==> src/rtl/bcd_addsub_serial.sv <==
// Digit-serial BCD adder/subtractor: one decimal digit per clock, LSD first.
// Subtraction adds the nine's complement plus one, then runs a ten's-complement pass when the result is negative.
module bcd_addsub_serial #(
  parameter int DIGITS = 4
) (
  input  logic                clk,
  input  logic                rst_n,
  input  logic                start,
  input  logic                sub,
  input  logic                cin,
  input  logic [4*DIGITS-1:0] a,
  input  logic [4*DIGITS-1:0] b,
  output logic [4*DIGITS-1:0] sum,
  output logic                cout,
  output logic                neg,
  output logic                err,
  output logic                busy,
  output logic                done
);

  localparam int W     = 4 * DIGITS;
  localparam int IDX_W = (DIGITS > 1) ? $clog2(DIGITS) : 1;
  localparam logic [IDX_W-1:0] LAST_IDX = IDX_W'(DIGITS - 1);

  // Handshake: start is sampled only in S_IDLE; busy covers S_ADD/S_FIX;
  // done is a one-cycle pulse in S_DONE, results hold until the next accepted start.
  typedef enum logic [1:0] {S_IDLE, S_ADD, S_FIX, S_DONE} state_t;

  state_t             state_q, state_d;
  logic [W-1:0]       a_q, a_d, b_q, b_d, sum_q, sum_d;
  logic [IDX_W-1:0]   idx_q, idx_d;
  logic               sub_q, sub_d, carry_q, carry_d;
  logic               cout_q, cout_d, neg_q, neg_d, err_q, err_d;

  logic [IDX_W+1:0]   base;
  logic [3:0]         a_dig, b_dig, s_dig, b_eff;
  logic [4:0]         z, t;
  logic [3:0]         z_digit, t_digit;
  logic               z_carry, t_carry;

  function automatic logic has_bad_digit(input logic [W-1:0] v);
    logic bad;
    bad = 1'b0;
    for (int i = 0; i < DIGITS; i++) begin
      if (v[4*i +: 4] > 4'd9) bad = 1'b1;
    end
    return bad;
  endfunction

  assign base  = {idx_q, 2'b00};
  assign a_dig = a_q[base +: 4];
  assign b_dig = b_q[base +: 4];
  assign s_dig = sum_q[base +: 4];

  assign b_eff   = sub_q ? (4'd9 - b_dig) : b_dig;
  assign z       = {1'b0, a_dig} + {1'b0, b_eff} + {4'd0, carry_q};
  assign z_carry = (z > 5'd9);
  assign z_digit = z_carry ? (z[3:0] + 4'd6) : z[3:0];

  assign t       = {1'b0, 4'd9 - s_dig} + {4'd0, carry_q};
  assign t_carry = (t == 5'd10);
  assign t_digit = t_carry ? 4'd0 : t[3:0];

  always_comb begin
    state_d = state_q;
    a_d     = a_q;
    b_d     = b_q;
    sum_d   = sum_q;
    idx_d   = idx_q;
    sub_d   = sub_q;
    carry_d = carry_q;
    cout_d  = cout_q;
    neg_d   = neg_q;
    err_d   = err_q;
    case (state_q)
      S_IDLE: begin
        if (start) begin
          a_d    = a;
          b_d    = b;
          sub_d  = sub;
          cout_d = 1'b0;
          neg_d  = 1'b0;
          err_d  = 1'b0;
          if (has_bad_digit(a) || has_bad_digit(b)) begin
            err_d   = 1'b1;
            sum_d   = '0;
            state_d = S_DONE;
          end else begin
            idx_d   = '0;
            carry_d = sub ? 1'b1 : cin;
            state_d = S_ADD;
          end
        end
      end
      S_ADD: begin
        sum_d[base +: 4] = z_digit;
        carry_d          = z_carry;
        idx_d            = idx_q + 1'b1;
        if (idx_q == LAST_IDX) begin
          idx_d = '0;
          if (!sub_q) begin
            cout_d  = z_carry;
            state_d = S_DONE;
          end else if (z_carry) begin
            neg_d   = 1'b0;
            state_d = S_DONE;
          end else begin
            // No end-around carry: result is negative, recomplement it.
            neg_d   = 1'b1;
            carry_d = 1'b1;
            state_d = S_FIX;
          end
        end
      end
      S_FIX: begin
        sum_d[base +: 4] = t_digit;
        carry_d          = t_carry;
        idx_d            = idx_q + 1'b1;
        if (idx_q == LAST_IDX) begin
          idx_d   = '0;
          state_d = S_DONE;
        end
      end
      S_DONE:  state_d = S_IDLE;
      default: state_d = S_IDLE;
    endcase
  end

  always_ff @(posedge clk or negedge rst_n) begin
    if (!rst_n) begin
      state_q <= S_IDLE;
      a_q     <= '0;
      b_q     <= '0;
      sum_q   <= '0;
      idx_q   <= '0;
      sub_q   <= 1'b0;
      carry_q <= 1'b0;
      cout_q  <= 1'b0;
      neg_q   <= 1'b0;
      err_q   <= 1'b0;
    end else begin
      state_q <= state_d;
      a_q     <= a_d;
      b_q     <= b_d;
      sum_q   <= sum_d;
      idx_q   <= idx_d;
      sub_q   <= sub_d;
      carry_q <= carry_d;
      cout_q  <= cout_d;
      neg_q   <= neg_d;
      err_q   <= err_d;
    end
  end

  assign sum  = sum_q;
  assign cout = cout_q;
  assign neg  = neg_q;
  assign err  = err_q;
  assign busy = (state_q == S_ADD) || (state_q == S_FIX);
  assign done = (state_q == S_DONE);

endmodule

==> config.mk <==
export PLATFORM = sky130hd
export DESIGN_NAME = bcd_addsub_serial
export DESIGN_NICKNAME = d
export VERILOG_FILES = /design/src/rtl/bcd_addsub_serial.sv
export SDC_FILE = /design/constraint.sdc
export NUM_CORES = 1
export LEC_CHECK = 0
export CORE_MARGIN = 3
export CORE_UTILIZATION = 28
export DETAILED_ROUTE_END_ITERATION = 12
export HOLD_SLACK_MARGIN = 0.15
export PLACE_DENSITY_LB_ADDON = 0.05
export RECOVER_POWER = 25
export SLEW_MARGIN = 10
export SYNTH_ARGS = -nofsm -noshare
export SYNTH_HDL_FRONTEND = slang
export SYNTH_SLANG_ARGS = --single-unit
==> constraint.sdc <==
create_clock -name clk -period 4 [get_ports clk]
set_input_delay 1 -clock clk [delete_from_list [all_inputs] [get_ports clk]]
set_output_delay 1 -clock clk [all_outputs]
set_load 0.01 [all_outputs]
Yosys cells after proc, flatten, opt, wreduce, memory -nomap -nowiden
Cells that the tools add are included.
W data, S select, Z words.

word-level totals
  bits in latches = 0
  bits in writable memories = 0
  output and inout bits = 21
  logic and storage cells = 105
  memory bits (read-only) = 0
  memories = 0
  register bits after elaboration = 57
  bits of input ports = 37

cells by class
  equal/unequal tests = 12
  multipliers = 0
  muxes and demuxes = 46
  bitwise operators = 0
  add/subtract/negate cells = 8
  reduce and logical (&&, ||, !) cells = 14
  $lt $le $gt $ge = 9
  shift operators = 6
  div/mod/pow operators = 0

operators with widths
  operator                  number
  $pmux W16 S3              1
  $shiftx A16 B5 Y4         3
  $bwmux W16                2
  $gt A4 B4 Y1 const B      8
  $mux W16                  2
  $shiftx A4 B6 Y16         2
  $mux W1                   26
  $shift A4 B6 Y16 const A  1
  $mux W2                   7
  $ne A2 B2 Y1 const B      7
  $mux W4                   3
  $reduce_and A3 Y1         4
  $pmux W2 S4               1
  $reduce_and A4 Y1         2
  $sub A4 B4 Y4 const A     2
  $eq A2 B2 Y1 const B      3
  $neg A4 Y6                1
  $add A4 B1 Y5             1
  $add A4 B4 Y5             1
  $add A5 B1 Y5             1
  $eq A5 B4 Y1 const B      1
  $gt A5 B4 Y1 const B      1
  $add A4 B3 Y4 const B     1
  $pmux W1 S2               2
  other kinds (10)          12

Longest topological paths before layout
Gate-level depths: netlist of the first run.

  depth after elaboration = 11
  gate-level depth with buffers = 18
  depth with buffers taken out = 16

Worst setup path after synthesis of the first run
No wires, ideal clock.

  kind = reg-to-reg
  start point = register idx_q[0]
  end point = register sum_q[2], in the netlist sum[2]
  clock period less this slack = 3915 ps
  library setup time = 77 ps
  data arrival time = 3837 ps
  path slack = 85 ps
  cell stages (with the launch flop) = 17
  required time = 3923 ps
  path buffers = 2
  cells stage by stage = dfrtp_1 > buf_6 > buf_2 > mux4_2 > xnor2_1 > fa_1 > inv_1 > fa_1 > xor2_1 > inv_1 > ha_1 > a221oi_1 > o21bai_1 > o2111ai_1 > and3_1 > a21oi_1 > a21oi_1

on the way
  word-level cells in the longest chain between the ends = 10
  elaborated cells between the ends (all ways) = 21
  those cells by class = add/sub (7); order compare (1); eq/ne (1); shift (6); mux (6)

ends and longest elaborated chain
  item                                                  RTL line  source
  start, declared                                       31        logic [IDX_W-1:0] idx_q, idx_d;
  start signal, assigned                                146       idx_q <= idx_d;
  $shiftx A16 B5 Y4                                     52        assign b_dig = b_q[base +: 4];
  $sub A4 B4 Y4                                         55        assign b_eff = sub_q ? (4'd9 - b_dig) : b_dig;
  $mux W4                                               55
  $add A4 B4 Y5                                         56        assign z = {1'b0, a_dig} + {1'b0, b_eff} + {4'd0, carry_q};
  $add A5 B1 Y5                                         56
  $add A4 B3 Y4 / $gt A5 B4 Y1 (equally long branches)  58, 57
  $mux W4                                               58        assign z_digit = z_carry ? (z[3:0] + 4'd6) : z[3:0];
  $shiftx A4 B6 Y16                                     96        sum_d[base +: 4] = z_digit;
  $bwmux W16                                            96
  $pmux W16 S3 *                                        75        case (state_q)
  end signal, assigned                                  145       sum_q <= sum_d;
  end, declared                                         30        logic [W-1:0] a_q, a_d, b_q, b_d, sum_q, sum_d;

Every way passes the cells marked *; elsewhere a longest branch is shown, timed or not.
A chain may end at the register's enable or synchronous reset.

Final worst setup path of the first run
Same ends and word-level chain as after synthesis.

==> reports/qor.log, run 1 <==
[clock_network] CTS H-tree depth 3
[synth] share of synthesized area occupied by flip-flops and latches 40.03%
[setup_path] arrival time of data at the critical path endpoint 3990 ps
[sta] ratio of final minimum period to clock period 93.24%
[floorplan] Die Ht 118.8 um
[clock_network] insertion delay to the later sink of the worst-skew pair 340 ps
[detailed_routing] number of iterations in the first detailed-routing pass 5
[floorplan] area of the die 0.01412 mm^2
[global_route] maximum number of pins on one net before global-route repair 37
[detailed_routing] First DRT Iteration DRCs 104
[global_route] global routing usage summed across all routing layers 15.06%
[hold_path] class of the tightest hold or removal check reg2reg
[synth] post-synthesis instance area 0.003563 mm^2
[hold_path] Hold Crit Start a_q[0]
[sta] Max Clock Skew 7.882 ps
[detailed_routing] Total Wirelength 10210 um
[final_layout] layout-stage area growth over the synthesis result 31.57%
[sta] headroom to the max-slew limit -45.40%
[synth] number of enable flip-flop cells after synthesis 0
[status] failing checks max-capacitance violations, max-slew violations
[global_route] global-route wire length before repair 16320 um
[final_layout] flip-flop and latch area 0.001428 mm^2
[clock_network] TritonCTS buffer count 9
[floorplan] number of primary I/O pins 58
[setup_path] maximum net fanout on the critical path 6
[hold_path] Hold Path Cell Cnt 1
[detailed_routing] average via count per standard cell 4.947
[flow_run] max capacitance violation total 1
[global_route] busiest layer in global routing met2
[synth] Synth async-reset ratio 100.0%
[sta] post-layout min period 3729 ps
[sta] count of endpoints failing hold in the final timing report 0
[floorplan] die outline width 118.8 um
[synth] synth unique cells 58
[clock_network] TritonCTS clock tree built
[sta] actual slew at the worst max-slew pin 2181 ps
[setup_path] Setup crit start kind flip-flop
[detailed_routing] Post-DRT Antenna Nets 0
[setup_path] critical path required time 4260 ps
[floorplan] Std-Cell Rows 40
[synth] Yosys reg bits 57
[setup_path] Worst Reg2Reg Path Length in Cells 14
[detailed_routing] DRC violation count after routing 0
[setup_path] start of the worst register-to-register path idx_q[0]
[global_route] via count of the first global-routing pass 2919
[synth] number of warning messages in the yosys log 0
[clock_network] number of buffers between clock root and the deepest sink 2
[detailed_routing] count of vias placed by the detailed router 2810
[floorplan] Std-Cell Core Area 0.01221 mm^2
[setup_path] endpoint class of the critical path flip-flop
[synth] net count after synthesis 388
[floorplan] initial core utilization 29.18%
[clock_network] clock root cell sky130_fd_sc_hd__clkbuf_16
[global_route] met3 track utilization from global routing 3.229%
[sta] final slew viol count 37
[clock_network] clock transition at the registers of the reported paths 50 ps
[placed_design] routability cong. 0.8452
[synth] Syn Inst Count 330
[detailed_routing] average wire per standard cell 17.97 um
[global_route] global-route met2 utilization 23.16%
[global_route] GRT Residual Overflow 0
[synth] Synth Area per Inst 10.80 um^2
[clock_network] total clock sinks 57
[sta] unrepaired setup endpoints after global routing no
[final_layout] ant diodes 0
[placed_design] count of buffers inserted at the top-level ports 57
[global_route] number of antenna violations at the first check in global routing 0
[final_layout] # fillers 1244
[final_layout] layout cell share with drive strength beyond 1 21.25%
[setup_path] Worst R2R Setup Slack 270 ps
[sta] count of final setup violators 0
[setup_path] Crit Path Class reg2reg
[sta] worst hold slack 501.5 ps
[setup_path] r2r endpoint sum[2]
[final_layout] multi-input combinational cell area 0.002031 mm^2
[setup_path] source of the critical timing path idx_q[0]
[placed_design] Post-DP HPWL 7815 um
[hold_path] worst min-delay path endpoint a_q[0]
[final_layout] commonest non-fill, non-tap cells in the layout sky130_fd_sc_hd__dfrtp_1 (56), sky130_fd_sc_hd__clkdlybuf4s50_1 (56), sky130_fd_sc_hd__mux2_2 (33), sky130_fd_sc_hd__a21oi_1 (26)
[synth] primary flip-flop cell chosen by synthesis mapping sky130_fd_sc_hd__dfrtp_1
[final_layout] number of nets at the end of the flow 453
[status] run status finished with violations
[global_route] global-route met1 utilization 20.63%
[sta] Max Fclk 268.1 MHz
[critical path, stage by stage, from the launching register on]
cell	delay (ps)
sky130_fd_sc_hd__dfrtp_2	430
sky130_fd_sc_hd__mux4_2	550
sky130_fd_sc_hd__xnor2_1	170
sky130_fd_sc_hd__fa_1	390
sky130_fd_sc_hd__inv_1	80
sky130_fd_sc_hd__fa_1	460
sky130_fd_sc_hd__inv_1	120
sky130_fd_sc_hd__ha_2	230
sky130_fd_sc_hd__nand2_1	60
sky130_fd_sc_hd__and4_1	230
sky130_fd_sc_hd__or3_1	400
sky130_fd_sc_hd__o2111ai_2	110
sky130_fd_sc_hd__and3_4	250
sky130_fd_sc_hd__a21oi_1	70
sky130_fd_sc_hd__a21oi_1	130
[area by class of cell]
class                   instances  share of cell area, %
clock inverters                 5                  1.174
flip-flops and latches         57                  30.45
clock buffers                  11                  5.177
well taps                     168                  4.484
inverters                      22                  1.761
repair buffers                 67                  13.64
multi-input cells             238                  43.31
[per-layer routing]
metal / vias to the layer above / wire (um)
met5: - / 0
met4: 0 / 225
met3: 16 / 564
met2: 79 / 4701
met1: 1369 / 4716
li1: 1346 / -
[kinds of logic after synthesis]
logic type                 share of synthesized area, %
AOI/OAI and AO/OA                                 15.13
xor gates and xnor gates                          1.931
adders and majority gates                         7.795
buffers and inverters                             3.968
DFF                                               40.03
muxes                                             19.38
and+or+nand+nor                                   11.76
[through the flow]
step           util, %  TNS (ps)  cells  area, um^2  worst slack (ps)
3_5_place_dp     35.54    -1.104    550        4340            -1.104
4_1_cts          37.99         0    566        4639             93.43
2_1_floorplan        -         0    330        3563             85.32
6_report         38.39         0    568        4688             270.6
5_1_grt          38.39         0    568        4688             9.933
3_3_place_gp     35.54         0    550        4340             200.8
[Yosys cell counts (2+ instances only)]
library cell | instances | area, um^2
sky130_fd_sc_hd__dfrtp_1 | 57 | 1426
sky130_fd_sc_hd__mux2_2 | 33 | 371.6
sky130_fd_sc_hd__a21oi_1 | 26 | 130.1
sky130_fd_sc_hd__inv_1 | 22 | 82.58
sky130_fd_sc_hd__o21ai_0 | 22 | 110.1
sky130_fd_sc_hd__nand2_1 | 21 | 78.83
sky130_fd_sc_hd__ha_1 | 19 | 237.7
sky130_fd_sc_hd__nor2_1 | 15 | 56.30
sky130_fd_sc_hd__mux4_2 | 11 | 247.7
sky130_fd_sc_hd__clkbuf_1 | 9 | 33.78
sky130_fd_sc_hd__nand3_1 | 8 | 40.04
sky130_fd_sc_hd__and2_1 | 5 | 31.28
sky130_fd_sc_hd__nand2b_1 | 5 | 31.28
sky130_fd_sc_hd__o221ai_1 | 5 | 43.79
sky130_fd_sc_hd__a22o_1 | 4 | 35.03
sky130_fd_sc_hd__or2_2 | 4 | 25.02
sky130_fd_sc_hd__xnor2_1 | 4 | 35.03
sky130_fd_sc_hd__mux2i_1 | 3 | 30.03
sky130_fd_sc_hd__nand4_1 | 3 | 18.77
sky130_fd_sc_hd__o31ai_1 | 3 | 22.52
sky130_fd_sc_hd__and3_1 | 2 | 12.51
sky130_fd_sc_hd__buf_2 | 2 | 10.01
sky130_fd_sc_hd__fa_1 | 2 | 40.04
sky130_fd_sc_hd__nor3_1 | 2 | 10.01
sky130_fd_sc_hd__nor3b_1 | 2 | 15.01
sky130_fd_sc_hd__nor3b_2 | 2 | 25.02
sky130_fd_sc_hd__o211ai_1 | 2 | 15.01
sky130_fd_sc_hd__o21ai_1 | 2 | 10.01
sky130_fd_sc_hd__o21bai_1 | 2 | 15.01
sky130_fd_sc_hd__o22ai_1 | 2 | 12.51
sky130_fd_sc_hd__o311ai_0 | 2 | 17.52
sky130_fd_sc_hd__or3_1 | 2 | 12.51
sky130_fd_sc_hd__xor2_1 | 2 | 17.52
[repair_timing]
item | in CTS | in global routing
endpoints found under the hold margin | 0 | 0
pin swaps | 0 | 3
gates resized for setup | 1 | 6
setup buffers | 0 | 2
setup endpoints to repair | 1 | 7
hold buffers | 0 | 0
[state kept, by name, summed over array words and instances (netlist names)]
| register | flops |
|---|---|
| a_q | 16 |
| b_q | 16 |
| sum | 16 |
| idx_q | 2 |
| state_q | 2 |
| carry_q | 1 |
| cout | 1 |
| err | 1 |
| neg | 1 |
| sub_q | 1 |
[worst max path at each step]
stage               slack, ps  cells past startpoint  endpoint
floorplan                  90                     16    sum[2]
CTS                        90                     14    sum[2]
global route               10                     14    sum[6]
finish                    270                     14    sum[2]
global placement          200                     14    sum[2]
detailed placement         -1                     15    sum[2]
Power of run 1 is left out: the tool's default activity adds up to more than one toggle a clock period on the data nets, which glitch-free logic cannot reach.
==> run 2: changes to the inputs <==
--- a/config.mk
+++ b/config.mk
@@ -5,8 +5,9 @@
 export SDC_FILE = /design/constraint.sdc
 export NUM_CORES = 1
 export LEC_CHECK = 0
+export CORE_ASPECT_RATIO = 0.7
 export CORE_MARGIN = 3
-export CORE_UTILIZATION = 28
+export CORE_UTILIZATION = 40
 export DETAILED_ROUTE_END_ITERATION = 12
 export HOLD_SLACK_MARGIN = 0.15
 export PLACE_DENSITY_LB_ADDON = 0.05
==> run 2 against run 1 <==
Effect of this change:
- core utilization increased by 16 points
- clock skew hardly changed
- register-to-register slack got worse by 50 ps
- critical path depth unchanged
- via count grew 0.89%
- final area decreased by 1.5%
- final cell count fell by 8.6%
- clock-buffer cell count up 1
- worst hold slack better by 6.0 ps
- fmax shrank 1.4%
- routed wire length down 6.3%
- global-route usage grew 5.2 points
- the run still ends with max-capacitance violations, max-slew violations left
- critical endpoint unchanged
==> reports/qor.log, run 2 (synthesis results as in run 1) <==
[setup_path] start of the worst register-to-register path idx_q[0]
[setup_path] cells traversed along the worst timing path mux4_2, xnor2_2, fa_1, inv_1, fa_1, inv_1, ha_1, nand2_1, and4_1, or3_1, o2111ai_2, and3_1, a21oi_1, a21oi_1
[setup_path] slowest CP cell sky130_fd_sc_hd__mux4_2
[status] failing checks max-capacitance violations, max-slew violations
[placed_design] Post-DP HPWL 7373 um
[global_route] global routing usage summed across all routing layers 20.22%
[setup_path] Crit Path Class reg2reg
[hold_path] Hold Path Cell Cnt 1
[hold_path] class of the tightest hold or removal check reg2reg
[final_layout] layout cell share with drive strength beyond 1 21.05%
[detailed_routing] Total Wirelength 9565 um
[final_layout] # fillers 749
[sta] worst hold slack 507.5 ps
[clock_network] total clock sinks 57
[setup_path] endpoint class of the critical path flip-flop
[setup_path] maximum net fanout on the critical path 5
[setup_path] Worst path max stage delay 550 ps
[final_layout] commonest non-fill, non-tap cells in the layout sky130_fd_sc_hd__clkdlybuf4s50_1 (56), sky130_fd_sc_hd__dfrtp_1 (55), sky130_fd_sc_hd__mux2_2 (33), sky130_fd_sc_hd__a21oi_1 (26)
[sta] unrepaired setup endpoints after global routing no
[final_layout] multi-input combinational cell area 0.002019 mm^2
[detailed_routing] DRC violation count after routing 0
[global_route] maximum number of pins on one net before global-route repair 45
[final_layout] most frequent standard cell in the layout excluding fill and tap cells sky130_fd_sc_hd__clkdlybuf4s50_1
[clock_network] clock transition at the registers of the reported paths 50 ps
[setup_path] critical path required time 4240 ps
[global_route] via count of the first global-routing pass 2850
[global_route] global-route wire length before repair 15790 um
[floorplan] die outline width 118.8 um
[detailed_routing] Post-DRT Antenna Nets 0
[global_route] GRT Residual Overflow 0
[hold_path] worst min-delay path endpoint a_q[12]
[setup_path] Worst Reg2Reg Path Length in Cells 14
[clock_network] CTS H-tree depth 3
[sta] count of endpoints failing hold in the final timing report 0
[detailed_routing] number of iterations in the first detailed-routing pass 4
[floorplan] Std-Cell Rows 28
[flow_run] max capacitance violation total 1
[sta] count of final setup violators 0
[final_layout] layout-stage area growth over the synthesis result 29.56%
[setup_path] Setup crit start kind flip-flop
[clock_network] insertion delay to the later sink of the worst-skew pair 320 ps
[sta] actual slew at the worst max-slew pin 2454 ps
[sta] Total Negative Setup Slacks 0 ps
[clock_network] TritonCTS clock tree built
[placed_design] count of buffers inserted at the top-level ports 57
[placed_design] routability cong. 0.8923
[sta] headroom to the max-slew limit -63.60%
[floorplan] Std-Cell Core Area 0.008548 mm^2
[clock_network] TritonCTS buffer count 9
[detailed_routing] count of vias placed by the detailed router 2835
[sta] final slew viol count 45
[final_layout] number of nets at the end of the flow 453
[global_route] number of antenna violations at the first check in global routing 0
[final_layout] ant diodes 0
[final_layout] final core utilization 54.01%
[sta] Max Fclk 264.5 MHz
[clock_network] number of buffers between clock root and the deepest sink 2
[clock_network] number of post-CTS setup repair buffers 0
[floorplan] number of primary I/O pins 58
[sta] ratio of final minimum period to clock period 94.52%
[setup_path] r2r endpoint sum[2]
[floorplan] initial core utilization 41.69%
[detailed_routing] First DRT Iteration DRCs 223
[setup_path] arrival time of data at the critical path endpoint 4020 ps
[sta] post-layout min period 3781 ps
[final_layout] flip-flop and latch area 0.001429 mm^2
[status] run status finished with violations
[detailed_routing] average via count per standard cell 5.462
[sta] Max Clock Skew 7.471 ps
[floorplan] Die Ht 84.97 um
[clock_network] clock root cell sky130_fd_sc_hd__clkbuf_16
[floorplan] area of the die 0.01010 mm^2
[hold_path] Hold Crit Start a_q[12]
[detailed_routing] average wire per standard cell 18.43 um
[setup_path] Worst R2R Setup Slack 220 ps
==> run 2: cell count changes in the layout (fill, tap and decap cells not counted), sizes merged <==
| cell | change |
|---|---|
| clkinvlp | -2 |
| clkbuf | +1 |
==> run 2: layer usage <==
metal	track usage, %	share of wire, %
met2	25.62	39
met4	6.099	0.95
met3	6.329	8.1
met5	0	0
met1	32.12	52
==> run 2: cell type report <==
| class | count | share of cell area, % |
|---|---|---|
| Timing Repair Buffer | 67 | 13.85 |
| Clock buffer | 12 | 5.556 |
| Tap cell | 120 | 3.252 |
| Multi-Input combinational cell | 238 | 43.74 |
| Clock inverter | 3 | 0.8672 |
| Inverter | 22 | 1.789 |
| Sequential cell | 57 | 30.95 |
==> run 2: worst max-delay path by stage <==
stage / from / endpoint
2_1_floorplan: idx_q[0] / sum[2]
6_report: idx_q[0] / sum[2]
3_3_place_gp: idx_q[0] / sum[2]
5_1_grt: idx_q[0] / sum[2]
4_1_cts: idx_q[0] / sum[2]
3_5_place_dp: idx_q[0] / sum[2]
==> run 2: critical path: cells and delay by family (launching register included) <==
family / cells / cell delay [ps]
AO/OA/AOI/OAI: 3 / 350
flip-flops: 1 / 430
multiplexers: 1 / 550
buffers and inverters: 2 / 200
adder cells (fa/ha/maj): 3 / 1050
XOR/XNOR: 1 / 160
AND/OR/NAND/NOR: 4 / 950
==> run 2: stage by stage <==
step | cell area [um^2] | setup WS, ps | cells
final | 4617 | 219.3 | 519
after global routing | 4617 | 14.61 | 519
after CTS | 4592 | 69.84 | 519
after detailed placement | 4295 | 103.6 | 504
after global placement | 4295 | 264.5 | 504
after floorplan | 3563 | 85.32 | 330
==> run 2: what timing repair did <==
| item | CTS | global route |
|---|---|---|
| setup endpoints to repair | 0 | 9 |
| gates resized for setup | 0 | 6 |
| endpoints found under the hold margin | 0 | 0 |
| hold buffers | 0 | 0 |
Power of run 2 is left out for the same reason.
